**config.mk**
```make
export PLATFORM = sky130hd
export DESIGN_NAME = gpr_ctx_xfer
export DESIGN_NICKNAME = d
export VERILOG_FILES = /design/src/rtl/gpr_ctx_xfer.sv
export SDC_FILE = /design/constraint.sdc
export NUM_CORES = 1
export LEC_CHECK = 0
export CORE_MARGIN = 3
export CORE_UTILIZATION = 35
export DETAILED_ROUTE_END_ITERATION = 6
export GPL_TIMING_DRIVEN = 0
export HOLD_SLACK_MARGIN = 0.15
export PLACE_DENSITY = 0.65
export SETUP_SLACK_MARGIN = 0.02
export SLEW_MARGIN = 10
export SYNTH_ARGS = -nofsm -noshare
export SYNTH_HDL_FRONTEND = slang
export SYNTH_SLANG_ARGS = --single-unit
```
**constraint.sdc**
```tcl
create_clock -name clock -period 4.3 [get_ports clock]
set_clock_uncertainty 0.1 [all_clocks]
set_input_delay 0.86 -clock clock [delete_from_list [all_inputs] [get_ports clock]]
set_output_delay 0.86 -clock clock [all_outputs]
set_load 0.01 [all_outputs]
```
**src/rtl/gpr_ctx_xfer.sv**
```systemverilog
// Context save/restore engine on the far side of the GPR file: streams masked GPRs out
// for a save, and writes a valid/ready stream back into the register file for a restore.
module gpr_ctx_xfer #(
    parameter logic [5:0] ID_NULL = 6'h3F,
    parameter int         NREG    = 32
) (
    input  logic            clock,
    input  logic            reset,
    input  logic            hold,
    input  logic            reqSave,
    input  logic            reqLoad,
    input  logic [NREG-1:0] regMask,
    output logic [5:0]      regIdRs,
    input  logic [63:0]     regValRs,
    output logic [5:0]      regIdRn,
    output logic [63:0]     regValRn,
    output logic            ctxOutValid,
    input  logic            ctxOutReady,
    output logic [63:0]     ctxOutData,
    output logic [4:0]      ctxOutIdx,
    input  logic            ctxInValid,
    output logic            ctxInReady,
    input  logic [63:0]     ctxInData,
    output logic            busy,
    output logic            done
);
    typedef enum logic [2:0] {IDLE, SAVE, DRAIN, LOAD, FIN} state_t;

    state_t          state, state_nx;
    logic [NREG-1:0] pending;
    logic [4:0]      idx;
    logic            pend_any, last, cap, acc;

    // Lowest set bit of the remaining mask selects the next register.
    always_comb begin
        idx = '0;
        for (int i = NREG - 1; i >= 0; i--)
            if (pending[i]) idx = i[4:0];
    end

    assign pend_any   = |pending;
    assign last       = pend_any && ((pending & (pending - NREG'(1))) == '0);
    assign regIdRs    = (state == SAVE) ? {1'b0, idx} : ID_NULL;
    assign ctxInReady = !hold && (state == LOAD) && pend_any;
    assign cap        = (state == SAVE) && pend_any && (!ctxOutValid || ctxOutReady);
    assign acc        = ctxInValid && ctxInReady;
    assign busy       = (state != IDLE);
    assign done       = (state == FIN);

    always_ff @(posedge clock or negedge reset) begin
        if (!reset)    state <= IDLE;
        else if (!hold) state <= state_nx;
    end

    always_comb begin
        state_nx = state;
        case (state)
            IDLE:  if (reqSave)      state_nx = SAVE;
                   else if (reqLoad) state_nx = LOAD;
            SAVE:  if (!pend_any)        state_nx = FIN;
                   else if (cap && last) state_nx = DRAIN;
            DRAIN: if (!ctxOutValid || ctxOutReady) state_nx = FIN;
            LOAD:  if (!pend_any)        state_nx = FIN;
                   else if (acc && last) state_nx = FIN;
            FIN:   state_nx = IDLE;
            default: state_nx = IDLE;
        endcase
    end

    always_ff @(posedge clock or negedge reset) begin
        if (!reset) begin
            pending     <= '0;
            regIdRn     <= ID_NULL;
            regValRn    <= '0;
            ctxOutValid <= 1'b0;
            ctxOutData  <= '0;
            ctxOutIdx   <= '0;
        end else if (!hold) begin
            case (state)
                IDLE: if (reqSave || reqLoad) pending <= regMask;
                SAVE, DRAIN: begin
                    // Only capture into an empty or draining output slot so no beat is lost.
                    if (cap) begin
                        ctxOutData   <= regValRs;
                        ctxOutIdx    <= idx;
                        ctxOutValid  <= 1'b1;
                        pending[idx] <= 1'b0;
                    end else if (ctxOutReady) begin
                        ctxOutValid <= 1'b0;
                    end
                end
                LOAD: begin
                    if (acc) begin
                        regIdRn      <= {1'b0, idx};
                        regValRn     <= ctxInData;
                        pending[idx] <= 1'b0;
                    end else begin
                        regIdRn <= ID_NULL;
                    end
                end
                default: regIdRn <= ID_NULL;
            endcase
        end
    end
endmodule

```
==> reports/results.tsv <==
stage	metric	value	unit
run_status	status	finished, final reports clean	
synthesis	Syn Nets	1031	
synthesis	most common cell in the netlist	nand2_1	
sta	f_max	243.6	MHz
cts	CTS sink count	175	
global_route	GRT Util Overall	22.52	%
synthesis	Avg Inst Size Synth	9.506	um^2
sta	Slew HR	24.83	%
cts	Clock Tree Buf Depth	2	
sta	final hold vios	0	
pwr	maximum vdd drop	0.0003146	V
worst_setup_path	Reg2Reg Depth	10	
global_route	initial antenna violation count	0	
floorplanning	die width	159.2	um
worst_setup_path	CP startpoint kind	flop	
sta	max-slew violations	0	
global_route	global-route wire length before repair	45220	um
global_route	GRT overflow	0	
cts	clock-pin slew on the worst setup and hold paths	0.08	ns
synthesis	Ys Warns	0	
sta	worst-margin pin slew	1.121	ns
synthesis	most frequent cells after synthesis	282 x nand2_1, 169 x dfrtp_1, 64 x mux2_2, 49 x nor2_1, 42 x a21oi_1	
synthesis	post-synthesis register bit count	175	
pwr	Overall Power	9379	uW
worst_setup_path	crit path capture type	primary output	
synthesis	post-synthesis sequential area ratio	53.41	%
cts	CTS Buf Count	17	
worst_setup_path	Setup CP Type	flop to primary output	
placement	DP HPWL	21790	um
route	Antenna Nets Post-Route	0	
pwr	PD cells	754.8	nW/um^2
worst_setup_path	slowest stage cell, crit path	clkdlybuf4s50_1	
synthesis	area leader, netlist	dfrtp_1	
synthesis	Synth Flop Type	dfrtp_1	
global_route	vias in the first global route	7635	
floorplanning	DIE HEIGHT	159.2	um
synthesis	Yosys cell types	73	
synthesis	Synth top area share	51.49	%
route	WL per Instance	18.77	um
flow_run	MaxCap Viol Count	0	
synthesis	synth top area cells	dfrtp_1 51%, nand2_1 13%, mux2_2 8.8%, a21oi_1 2.6%, o21ai_0 2.4%	
cts	# hold bufs at CTS	0	
synthesis	ys async rst share	100.0	%
global_route	largest net degree at the start of global routing	100	
cts	CTS tree	done	
worst_setup_path	CP top delay family	buffers and inverters	
sta	# setup viols final	0	
placement	Final GP Congestion	0.9422	
synthesis	Post-synth EDFFs	0	
route	DRC errors left	0	
floorplanning	initial core utilization	35.95	%
worst_setup_path	cell count along the critical path	8	
floorplanning	# rows	55	
cts	clock root buffer	clkbuf_16	
min_path	worst min path class	input port to async pin	
sta	worst hold slack	0.2594	ns
sta	Final Critical Period	4.106	ns
finish	post-layout util	54.39	%
floorplanning	die area	25340	um^2
route	routed vias/inst	4.959	
cts	H-tree depth	4	
finish	Area Growth Syn to Fin	51.30	%
finish	ant diodes	0	
synthesis	mapped cell area	8213	um^2
route	drt pass-1 iters	5	
worst_setup_path	CP required	3.34	ns
route	DR vias	7568	
finish	nets	1367	
worst_setup_path	cells along the critical path	clkbuf_1 > nor4_1 > o31a_1 > o2111ai_2 > a21oi_4 > clkbuf_2 > nand2_1 > clkdlybuf4s50_1	
sta	period utilization	95.48	%
worst_setup_path	CP bufs+invs	3	
finish	share of cells above drive strength 1	13.03	%
route	Routed WL	28640	um
route	number of DRC markers in iteration 0	539	
placement	IO buf count	315	
synthesis	post-synthesis cell count	864	
worst_setup_path	crit-path max FO	10	
sta	TNS Setup	0	ns
worst_setup_path	worst stage delay on the critical path	0.57	ns
pwr	LEAKAGE	0.005450	uW
floorplanning	Placeable Area	22850	um^2
worst_setup_path	crit path DAT	3.15	ns
floorplanning	io pins	316	
cts	Worst-Skew Late Latency	0.43	ns
## path summary, 6_finish.rpt
path | startpoint | to | slack [ns]
min | reset | ctxOutData[34]$_DFFE_PN0P_ | 0.26
max in group asynchronous | reset | regIdRn[3]$_DFFE_PN1P_ | 2.93
max | pending[22]$_DFFE_PN0P_ | regIdRs[1] | 0.19
min reg2reg | regValRn[47]$_DFFE_PN0P_ | regValRn[47]$_DFFE_PN0P_ | 0.37
max reg2reg | pending[12]$_DFFE_PN0P_ | state[0]$_DFFE_PN0P_ | 0.55
min in group clock | regValRn[47]$_DFFE_PN0P_ | regValRn[47]$_DFFE_PN0P_ | 0.37
## repair_timing
| item | 4_1_cts | 5_1_grt |
|---|---|---|
| gates cloned | 0 | 0 |
| buffers inserted | 1 | 0 |
| pin swaps | 1 | 0 |
| setup endpoints to repair | 3 | 2 |
| resized for setup | 3 | 3 |
## per-layer routing
layer,part of all wire (%),vias to the layer above,global-route usage (%)
li1,-,3631,-
met1,42,3627,29.06
met2,49,266,37.84
met3,5.6,44,4.527
met4,2.9,0,7.879
met5,0,-,0
## cells by family (layout without fill, tap and decap cells)
group / Yosys count / in the layout / share of synthesized area [%]
and+or+nand+nor: 412 / 412 / 22.29
buffers and inverters: 65 / 414 / 3.534
DFF: 175 / 175 / 53.41
xor gates and xnor gates: 1 / 1 / 0.1067
adders and majority gates: 1 / 1 / 0.1219
AOI/OAI and AO/OA: 146 / 146 / 11.76
muxes: 64 / 64 / 8.775
## stage by stage
| step | std cells | cell area, um^2 | setup WS (ns) |
|---|---|---|---|
| after floorplan | 864 | 8213 | 1.448 |
| after global placement | 1492 | 11760 | -5.357 |
| after detailed placement | 1493 | 11790 | 0.1984 |
| after CTS | 1526 | 12410 | 0.1009 |
| after global routing | 1526 | 12430 | -0.007633 |
| final | 1526 | 12430 | 0.1942 |
## state kept, by name, summed over array words and instances (netlist names)
register     flops
ctxOutIdx        5
ctxOutValid      1
ctxOutData      64
pending         32
regValRn        64
regIdRn          6
state            3
## power by group
| group | leakage [uW] | internal, uW | switching [uW] |
|---|---|---|---|
| combinational | 0.00298 | 2320 | 2500 |
| clock | 0.000296 | 851 | 757 |
| sequential | 0.00217 | 2420 | 529 |
## final cells by class
type / count / area, um^2
clock inverters: 14 / 170.2
repair buffers: 317 / 3193
flip-flops and latches: 175 / 4387
inverters: 17 / 63.81
clock buffers: 18 / 439.2
fillers: 2162 / 10420
well taps: 313 / 391.6
plain buffers: 48 / 227.7
multi-input cells: 624 / 3553
## cell usage in the layout (no fill, tap or decap), drive strengths merged, types with 3 or more instances in the layout
| cell type | netlist | routed |
|---|---|---|
| a211oi | 7 | 7 |
| a21oi | 42 | 42 |
| a221oi | 3 | 3 |
| a22o | 6 | 6 |
| a31o | 3 | 3 |
| a31oi | 3 | 3 |
| and2 | 3 | 3 |
| buf | 28 | 31 |
| clkbuf | 20 | 38 |
| clkdlybuf4s50 | 0 | 314 |
| clkinv | 0 | 5 |
| dfrtp | 169 | 169 |
| dfstp | 6 | 6 |
| inv | 17 | 24 |
| mux2 | 64 | 64 |
| nand2 | 282 | 282 |
| nand2b | 3 | 3 |
| nand3 | 5 | 5 |
| nand4 | 7 | 7 |
| nor2 | 53 | 53 |
| nor2b | 4 | 4 |
| nor3 | 13 | 13 |
| nor3b | 3 | 3 |
| nor4 | 15 | 15 |
| o21ai | 42 | 42 |
| o22ai | 3 | 3 |
| o31ai | 8 | 8 |
| or2 | 6 | 6 |
| or4 | 8 | 8 |
Power figures use the tool's default switching activity.
